===== src/rtl/lsu_bus_master.sv =====
// rtl/lsu_bus_master.sv - load/store initiator between the CPU MEM stage and a word-wide data bus
//
// Purpose: accepts one load or store from the MEM stage and checks its alignment and
//   width. It runs a single req/ready bus cycle with byte enables and lane-replicated
//   write data. Load data is extracted from its lane and extended, then returned with a
//   one-cycle done pulse. The pipeline is stalled while the access is in flight.
// Ports:
//   clk, rst                     clock; asynchronous active-high reset
//   cpu_mem_read/cpu_mem_write   load/store request, held while cpu_stall is high
//   cpu_addr, cpu_wdata          byte address and store data (value in the low bits)
//   cpu_funct3                   RV32I width/sign code
//   cpu_stall                    combinational pipeline freeze
//   cpu_done, cpu_rdata          completion pulse and extended load data
//   cpu_misalign, cpu_bus_err    completion status qualifiers
//   bus_req, bus_we, bus_addr,
//   bus_be, bus_wdata            registered bus request
//   bus_rdata, bus_ready         responder read word and completion

module lsu_bus_master #(
  parameter int TIMEOUT_CYCLES = 255
) (
  input  logic        clk,
  input  logic        rst,
  input  logic        cpu_mem_read,
  input  logic        cpu_mem_write,
  input  logic [31:0] cpu_addr,
  input  logic [31:0] cpu_wdata,
  input  logic [2:0]  cpu_funct3,
  output logic        cpu_stall,
  output logic        cpu_done,
  output logic [31:0] cpu_rdata,
  output logic        cpu_misalign,
  output logic        cpu_bus_err,
  output logic        bus_req,
  output logic        bus_we,
  output logic [31:0] bus_addr,
  output logic [3:0]  bus_be,
  output logic [31:0] bus_wdata,
  input  logic [31:0] bus_rdata,
  input  logic        bus_ready
);

  typedef enum logic [1:0] {IDLE, REQ, DONE, ERR} state_t;

  localparam int CW = (TIMEOUT_CYCLES > 1) ? $clog2(TIMEOUT_CYCLES) : 1;
  localparam logic [CW-1:0] TO_LAST = CW'((TIMEOUT_CYCLES > 0) ? TIMEOUT_CYCLES - 1 : 0);

  state_t        state_q, state_d;
  logic [CW-1:0] cnt_q, cnt_d;
  logic          bus_req_q, bus_req_d;
  logic          bus_we_q, bus_we_d;
  logic [31:0]   bus_addr_q, bus_addr_d;
  logic [3:0]    bus_be_q, bus_be_d;
  logic [31:0]   bus_wdata_q, bus_wdata_d;
  logic [2:0]    f3_q, f3_d;
  logic [1:0]    off_q, off_d;
  logic [31:0]   rdata_q, rdata_d;
  logic          err_q, err_d;

  logic          req_in;
  logic          legal;
  logic [3:0]    be_new;
  logic [31:0]   wdata_new;
  logic [7:0]    ld_byte;
  logic [15:0]   ld_half;
  logic [31:0]   ld_ext;

  // Request decode: width/sign legality, alignment, lane enables and replicated data.
  always_comb begin
    req_in = cpu_mem_read | cpu_mem_write;
    legal  = 1'b1;
    if (cpu_funct3 == 3'b011 || cpu_funct3[2:1] == 2'b11) legal = 1'b0;
    // Unsigned variants exist only for loads.
    if (cpu_mem_write && cpu_funct3[2]) legal = 1'b0;
    if (cpu_funct3[1:0] == 2'b01 && cpu_addr[0]) legal = 1'b0;
    if (cpu_funct3[1:0] == 2'b10 && cpu_addr[1:0] != 2'b00) legal = 1'b0;

    case (cpu_funct3[1:0])
      2'b00:   begin be_new = 4'b0001 << cpu_addr[1:0]; wdata_new = {4{cpu_wdata[7:0]}};  end
      2'b01:   begin be_new = 4'b0011 << cpu_addr[1:0]; wdata_new = {2{cpu_wdata[15:0]}}; end
      default: begin be_new = 4'b1111;                  wdata_new = cpu_wdata;            end
    endcase
  end

  // Load lane extraction and extension from the captured word.
  always_comb begin
    ld_byte = rdata_q[{off_q, 3'b000} +: 8];
    ld_half = rdata_q[{off_q[1], 4'b0000} +: 16];
    case (f3_q[1:0])
      2'b00:   ld_ext = {{24{~f3_q[2] & ld_byte[7]}}, ld_byte};
      2'b01:   ld_ext = {{16{~f3_q[2] & ld_half[15]}}, ld_half};
      default: ld_ext = rdata_q;
    endcase
  end

  // Next-state logic.
  always_comb begin
    state_d     = state_q;
    cnt_d       = cnt_q;
    bus_we_d    = bus_we_q;
    bus_addr_d  = bus_addr_q;
    bus_be_d    = bus_be_q;
    bus_wdata_d = bus_wdata_q;
    f3_d        = f3_q;
    off_d       = off_q;
    rdata_d     = rdata_q;
    err_d       = err_q;

    case (state_q)
      IDLE: begin
        if (req_in) begin
          if (legal) begin
            state_d     = REQ;
            cnt_d       = '0;
            bus_we_d    = cpu_mem_write;
            bus_addr_d  = {cpu_addr[31:2], 2'b00};
            bus_be_d    = be_new;
            bus_wdata_d = wdata_new;
            f3_d        = cpu_funct3;
            off_d       = cpu_addr[1:0];
            // Cleared so a timed-out load returns zero.
            rdata_d     = '0;
            err_d       = 1'b0;
          end else begin
            state_d = ERR;
          end
        end
      end
      REQ: begin
        cnt_d = cnt_q + CW'(1);
        if (bus_ready) begin
          rdata_d = bus_rdata;
          state_d = DONE;
        end else if (TIMEOUT_CYCLES != 0 && cnt_q == TO_LAST) begin
          err_d   = 1'b1;
          state_d = DONE;
        end
      end
      DONE: begin
        cnt_d   = '0;
        state_d = IDLE;
      end
      default: state_d = IDLE;
    endcase

    bus_req_d = (state_d == REQ);
  end

  always_ff @(posedge clk or posedge rst) begin
    if (rst) begin
      state_q     <= IDLE;
      cnt_q       <= '0;
      bus_req_q   <= 1'b0;
      bus_we_q    <= 1'b0;
      bus_addr_q  <= '0;
      bus_be_q    <= '0;
      bus_wdata_q <= '0;
      f3_q        <= '0;
      off_q       <= '0;
      rdata_q     <= '0;
      err_q       <= 1'b0;
    end else begin
      state_q     <= state_d;
      cnt_q       <= cnt_d;
      bus_req_q   <= bus_req_d;
      bus_we_q    <= bus_we_d;
      bus_addr_q  <= bus_addr_d;
      bus_be_q    <= bus_be_d;
      bus_wdata_q <= bus_wdata_d;
      f3_q        <= f3_d;
      off_q       <= off_d;
      rdata_q     <= rdata_d;
      err_q       <= err_d;
    end
  end

  // Stall is forced low during reset so a held request cannot freeze the pipe.
  assign cpu_stall    = ~rst & (((state_q == IDLE) & req_in) | (state_q == REQ));
  assign cpu_done     = (state_q == DONE) | (state_q == ERR);
  assign cpu_misalign = (state_q == ERR);
  assign cpu_bus_err  = (state_q == DONE) & err_q;
  assign cpu_rdata    = ((state_q == DONE) && !bus_we_q) ? ld_ext : 32'h0;

  assign bus_req   = bus_req_q;
  assign bus_we    = bus_we_q;
  assign bus_addr  = bus_addr_q;
  assign bus_be    = bus_be_q;
  assign bus_wdata = bus_wdata_q;

endmodule


===== config.mk =====
export PLATFORM = sky130hd
export DESIGN_NAME = lsu_bus_master
export DESIGN_NICKNAME = d
export VERILOG_FILES = /design/src/rtl/lsu_bus_master.sv
export SDC_FILE = /design/constraint.sdc
export NUM_CORES = 1
export LEC_CHECK = 0
export CAP_MARGIN = 20
export CORE_UTILIZATION = 40
export CTS_CLUSTER_SIZE = 25
export DETAILED_ROUTE_END_ITERATION = 7
export PLACE_DENSITY = 0.77
export SYNTH_ARGS = -nofsm -noshare
export SYNTH_HDL_FRONTEND = slang
export SYNTH_SLANG_ARGS = --single-unit

===== constraint.sdc =====
create_clock -name clk -period 9 [get_ports clk]
set_clock_uncertainty 0.2 [all_clocks]
set_input_delay 1.8 -clock clk [delete_from_list [all_inputs] [get_ports clk]]
set_output_delay 1.8 -clock clk [all_outputs]
set_load 0.01 [all_outputs]

==> results.json <==
{
  "outcome": "finished, final reports clean",
  "htreeDepth": 4,
  "vdd.ir_drop.worst_uv": 216,
  "rr_startpoint": "state_q[1]$_DFF_PP0_",
  "drt_iter0_markers": 271,
  "grt_first_pass_wirelength_mm": 26.9,
  "fp.dieH_microns": 120,
  "start_util_pct": 41.5,
  "max-cap-violations": 0,
  "hp-class": "reg2reg",
  "yosys_register_bits": 116,
  "slew_viol_final": 0,
  "relSlewSlack_pct": 29.3,
  "cts_sinks": 116,
  "power_w": 0.00270,
  "hp-start": "bus_be[2]$_DFFE_PP0P_",
  "coreArea_sq_um": 13500,
  "grt_max_degree": 97,
  "dp_hpwl_mm": 11.9,
  "power.leakage_nw": 3.77,
  "grt_pass1_vias": 5275,
  "cpMaxStageDelayCell": "nand4_1",
  "post-route-period-util_pct": 58.7,
  "antenna_cells": 0,
  "criticalPathCategory": "reg2out",
  "critPathLaunchType": "register",
  "synth-main-ff-cell": "dfrtp_1",
  "cts-root-buf": "clkbuf_16",
  "cts_resized": 0,
  "rows": 42,
  "overflow": 0,
  "port_buffers": 207,
  "clk_pin_slew_ns": 0.06,
  "cp_num_buf_inv": 1,
  "tns_ns": 0,
  "ios": 210,
  "fp.dieArea_sq_um": 14400,
  "setup_viol": 0,
  "final_nets": 890,
  "cp-end-kind": "output port",
  "track_usage_pct": 24.1,
  "cts_buffer_depth": 2,
  "worstPathRequired_ns": 7.00,
  "grt_setup_unrepaired": "false",
  "crit_fanout": 20,
  "yosysWarnings": 0,
  "layout_min_cycle_time_ns": 5.28,
  "yosysUniqueCellTypes": 52,
  "worstReg2RegEnd": "bus_wdata[26]$_DFFE_PP0P_",
  "post_cts_buffers": 0,
  "antenna_found_initial": 0,
  "firstDrtPassIters": 5,
  "remaining_drc_errors": 0,
  "slowest_delay_ns": 0.76,
  "hold_viol": 0,
  "synth_edf_count": 0,
  "holdWs_ns": 0.271,
  "wirelength_mm": 16.8,
  "synth_cells": 593,
  "cts_tree": "done",
  "startpoint": "state_q[0]$_DFF_PP0_",
  "path_cells": "nand2b_4 -> nor2_1 -> nand4_1 -> nand2_1 -> clkdlybuf4s50_1",
  "critical_path.top_delay_family": "simple AND/OR/NAND/NOR gates",
  "routed-via-count": 5166,
  "worst_slew_pin_slew_ns": 1.06,
  "antenna_left": 0,
  "hold_buffers": 0,
  "drive_above_1_share_pct": 7.03,
  "reg2reg_slack_ns": 6.45,
  "synthArstFlopShare_pct": 100,
  "vias_per_cell": 5.31,
  "r2r_cells": 4,
  "syn_area_per_cell_sq_um": 9.43,
  "wire_per_inst_microns": 17.2,
  "insertion_delay_ns": 0.42,
  "powerDensity_nw_per_um2": 324,
  "area_growth_pct": 49.5,
  "die_w_microns": 120,
  "min_path_cells": 2,
  "cp.arrival_ns": 3.28,
  "ys_seq_area_share_pct": 51.9,
  "gp_congestion": 0.910,
  "cts-buffers-inserted": 17,
  "synth.cell_area_sq_um": 5590,
  "timing.fmax_ghz": 0.189,
  "holdPathEnd": "bus_be[2]$_DFFE_PP0P_"
}
-- worst min-delay path, delay by kind of cell, from the launching register on --
kind             cells  cell delay, ns
flip-flops           1            0.34
AND/OR/NAND/NOR      2            0.10
-- cell usage in the layout (no fill, tap or decap), types with 3 or more instances in the layout --
cell,n
a22o_1,32
nor2b_1,4
nor2_1,29
o21bai_1,3
dfrtp_1,116
buf_4,6
mux2_2,7
a222oi_1,7
a21oi_1,17
nand2_1,193
mux2i_1,27
a32o_1,6
o21ai_0,47
clkinvlp_4,5
and2_1,3
a31oi_1,4
or4_1,3
inv_1,4
nand3_1,3
nor3_1,5
nand4_1,5
clkbuf_16,17
clkdlybuf4s50_1,207
bufinv_16,3
-- flip-flops by register name, indices dropped and copies added (netlist names), 2 cells and up --
register	count
rdata_q	32
state_q	2
f3_q	3
cnt_q	8
bus_be	4
bus_wdata	32
bus_addr	30
off_q	2
-- synthesized netlist by cell type, drive strengths merged, types with 3 or more instances --
cell type,instances,share of area (%)
a222oi,7,1.3
dfrtp,116,52
and2,3,0.34
a22o,32,5.0
mux2,7,1.4
nand2,193,13
a21oi,17,1.5
mux2i,27,4.8
clkbuf,19,1.3
o21bai,3,0.40
nor2b,4,0.45
inv,5,0.34
a31oi,4,0.45
buf,24,3.0
nor3,5,0.45
a32o,6,1.1
o21ai,48,4.4
nand4,5,0.56
nand3,3,0.27
nand2b,3,0.47
or4,3,0.40
nor2,29,1.9
-- layout make-up --
class	count	area [sq um]
clock buffers	19	453
clock inverters	13	174
fillers	1089	5090
inverters	7	28.8
multi-input cells	428	2430
flip-flops and latches	116	2900
well taps	176	220
repair buffers	214	2140
-- report_power, final --
part	total [W]	internal (W)	switching (W)	leakage [nW]
Clock	0.000711	0.000454	0.000257	0.290
Sequential	0.000934	0.000740	0.000194	1.47
Combinational	0.00106	0.000566	0.000494	2.01
Total	0.00270	0.00176	0.000944	3.77
-- cells by family after synthesis --
kind of cell	count (synthesis)	share of synthesized area [%]
buffers and inverters	50	4.72
DFF	116	51.9
xor gates and xnor gates	3	0.470
muxes	35	6.65
other	1	0.0671
adders and majority gates	2	0.448
AOI/OAI and AO/OA	130	16.4
and+or+nand+nor	256	19.3
-- through the flow --
stage | instances | area (sq um) | utilization, % | worst slack (ns)
floorplan | 594 | 5590 | - | 3.93
CTS | 973 | 8360 | 62.1 | 3.71
global route | 973 | 8360 | 62.1 | 3.41
detailed placement | 941 | 7730 | 57.5 | 3.80
finish | 973 | 8360 | 62.1 | 3.72
global placement | 940 | 7700 | 57.3 | 3.80
-- routing by layer --
| metal | part of all wire [%] | vias up | GRT usage (%) |
|---|---|---|---|
| li1 | - | 2432 | - |
| met1 | 40 | 2465 | 28.6 |
| met2 | 48 | 248 | 39.9 |
| met3 | 10 | 21 | 10.0 |
| met4 | 1.6 | 0 | 7.27 |
| met5 | 0 | - | 0 |
-- how the worst max path moves through the flow --
stage | to | slack, ns | cells past startpoint
floorplan | bus_addr[10]$_DFFE_PP0P_ | 3.93 | 1
global placement | cpu_stall | 3.80 | 4
detailed placement | cpu_stall | 3.80 | 4
CTS | cpu_rdata[26] | 3.71 | 5
global route | cpu_rdata[31] | 3.41 | 5
finish | cpu_rdata[26] | 3.72 | 5
Note: power is estimated with default switching activity, not from simulation.
==> RTL edit (same settings) <==
Make the reset (`rst`) synchronous in one clocked block. Comments in the files are not updated.
--- a/src/rtl/lsu_bus_master.sv
+++ b/src/rtl/lsu_bus_master.sv
@@ -147,5 +147,5 @@
   end
 
-  always_ff @(posedge clk or posedge rst) begin
+  always_ff @(posedge clk) begin
     if (rst) begin
       state_q     <= IDLE;
Behaviour: differs if rst is asserted again (counterexample within 4 cycles, from zero or initial values and one cycle with rst high); with rst held inactive, the same outputs for 4 cycles.
==> RTL edit against the original RTL <==
Wire length down 3.1%. Final area decreased by 4.4%. Die area decreased by 4.9%. Count of clock-buffer cells in the layout up 3. Setup slack got worse by 260 ps. Sequential cell count unchanged. Fmax shrank 4.8%. Core utilization increased by 0.43 points. Largest cell class is now multi-input combinational cells. Non-clock buffer count is 2 lower. Area after synthesis shrank 5.0%.
Power is not compared: it rests on default switching activity, and its combinational part moved more than twofold at a synthesized area within 25%.
==> RTL edit: results (changes against the original RTL) <==
For the global-route met2 utilization, the log shows 39.4% (was 39.9%). Layout cell share with drive strength beyond 1: 8.56% (was 7.03%). Global-route total usage across every layer: 23.9% (was 24.1%). The type of the most critical hold path is reg2reg (unchanged). The via count of the first global-routing pass is 5008 (was 5275). The post-place setup slack was 3570 ps (was 3800 ps); the length of routed wiring on met1 was 6.29 mm (was 6.76 mm). The logs give 1 (was 0) for the number of antenna violations at the first check in global routing and 7.51 mm (was 8.06 mm) for the total length of routed met2 wires.

Post-detailed-routing wire length: 16.2 mm (was 16.8 mm). The detailed route wirelength on metal3 was 1.83 mm (was 1.68 mm); the share of synthesized registers carrying an async set or reset was 0% (was 100%). The logs give 6 (was 5) for the number of optimization iterations in the first detailed-route pass and 0.863 (was 0.910) for the placer's final routability congestion estimate. The final net count was 899 (was 890). The final hold slack was 253 ps (was 271 ps); the area share of fa/ha/maj cells after synthesis was 0.471% (was 0.448%).

The end of the worst register-to-register path is cnt_q[7] (was bus_wdata[26]). The met3 routing resource usage after global routing came out at 10.4% (was 10.0%). Post-synth top cells: 130 x sky130_fd_sc_hd__nand2_1, 116 x sky130_fd_sc_hd__dfxtp_1, 67 x sky130_fd_sc_hd__a21oi_1, 37 x sky130_fd_sc_hd__nor2_1, 35 x sky130_fd_sc_hd__clkbuf_1 (was 193 x sky130_fd_sc_hd__nand2_1, 116 x sky130_fd_sc_hd__dfrtp_1, 47 x sky130_fd_sc_hd__o21ai_0, 32 x sky130_fd_sc_hd__a22o_1, 29 x sky130_fd_sc_hd__nor2_1). The arrival time reported for the critical path endpoint is 3550 ps (was 3280 ps).

Routing usage on met1: 25.6% (was 28.6%). The post-synthesis compound-gate area fraction was 27.3% (was 16.4%). The share of the synthesized netlist area taken by xor and xnor gates works out to 0% (was 0.470%). The startpoint of the worst-slack reg-to-reg timing path was state_q[0] (was state_q[1]). The run gives 5264 (was 5166) as the total via count in the routed design. The tools report the number of cells produced by synthesis as 613 (was 593).

For the register-to-register setup slack, the log shows 6570 ps (was 6450 ps). The worst min-delay path endpoint is bus_addr[9] (was bus_be[2]). The run gives 11.3 mm (was 11.9 mm) as the half-perimeter wire length of the detailed placement result.

The number of cells in the design after placement was 946 (was 941); the sequential fraction of the synthesis area was 43.7% (was 51.9%). The tools report the start point of the worst hold path as bus_addr[9] (was bus_be[2]). Post-placement cell area: 0.00736 sq mm (was 0.00773 sq mm). Synth top area cells: sky130_fd_sc_hd__dfxtp_1 44%, sky130_fd_sc_hd__nand2_1 9.2%, sky130_fd_sc_hd__a21oi_1 6.3% (was sky130_fd_sc_hd__dfrtp_1 52%, sky130_fd_sc_hd__nand2_1 13%, sky130_fd_sc_hd__a22o_1 5.0%). The highest net fanout along the worst path came out at 16 (was 20). The global-route wire length before repair was 24.9 mm (was 26.9 mm). The tools report the buffer depth of the longest clock path as 2 (unchanged). The post-synthesis mux area share is 5.94% (was 6.65%), and the number of DRC markers in iteration 0 is 269 (was 271).

The flow ran to the end, and the final reports show no timing, DRC or antenna violations.
[RTL edit: cell types whose count changed after synthesis, sizes merged, moves of 17 or more]
cell / unedited run / this run
o21ai: 48 / 7
a21oi: 17 / 67
nand2: 193 / 130
a211oi: 1 / 19
dfrtp: 116 / 0
clkbuf: 19 / 36
dfxtp: 0 / 116
a21o: 1 / 20
[RTL edit: kinds of logic (layout without fill, tap and decap cells)]
logic type | count (synthesis) | count (layout)
AO/OA/AOI/OAI | 192 | 192
adder cells (fa/ha/maj) | 2 | 2
buffers and inverters | 66 | 258
flip-flops | 116 | 116
multiplexers | 31 | 31
other | 1 | 3
AND/OR/NAND/NOR | 205 | 205
[RTL edit: power breakdown]
group	internal, mW	switching (mW)	total [mW]
registers	0.547	0.0286	0.575
logic	0.132	0.125	0.256
clock network	0.482	0.234	0.716
[RTL edit: critical path, cell delays in order (launching register included)]
cell	delay [ps]
sky130_fd_sc_hd__dfxtp_1	600
sky130_fd_sc_hd__or3b_2	640
sky130_fd_sc_hd__or3_1	370
sky130_fd_sc_hd__a211oi_2	830
sky130_fd_sc_hd__a21o_1	150
sky130_fd_sc_hd__clkdlybuf4s50_1	530
[RTL edit: final cells by class]
cell class                 instances  area (sq um)  share of cell area, %
inverter                          14          52.6                  0.658
tap                              172           215                   2.69
clock buffer                      22           474                   5.93
timing repair buffer             212          2100                   26.3
sequential                       116          2320                   29.1
clock inverter                    10           153                   1.91
multi-input combinational        432          2670                   33.4
antenna                            1          2.50                 0.0313
[RTL edit: worst max path at each step]
stage,slack (ps),start,endpoint
5_1_grt,3290,state_q[1],cpu_rdata[17]
3_3_place_gp,3590,rst,cpu_stall
4_1_cts,3430,state_q[1],cpu_rdata[30]
6_report,3450,state_q[1],cpu_rdata[22]
2_1_floorplan,4510,rst,cpu_stall
3_5_place_dp,3570,rst,cpu_stall
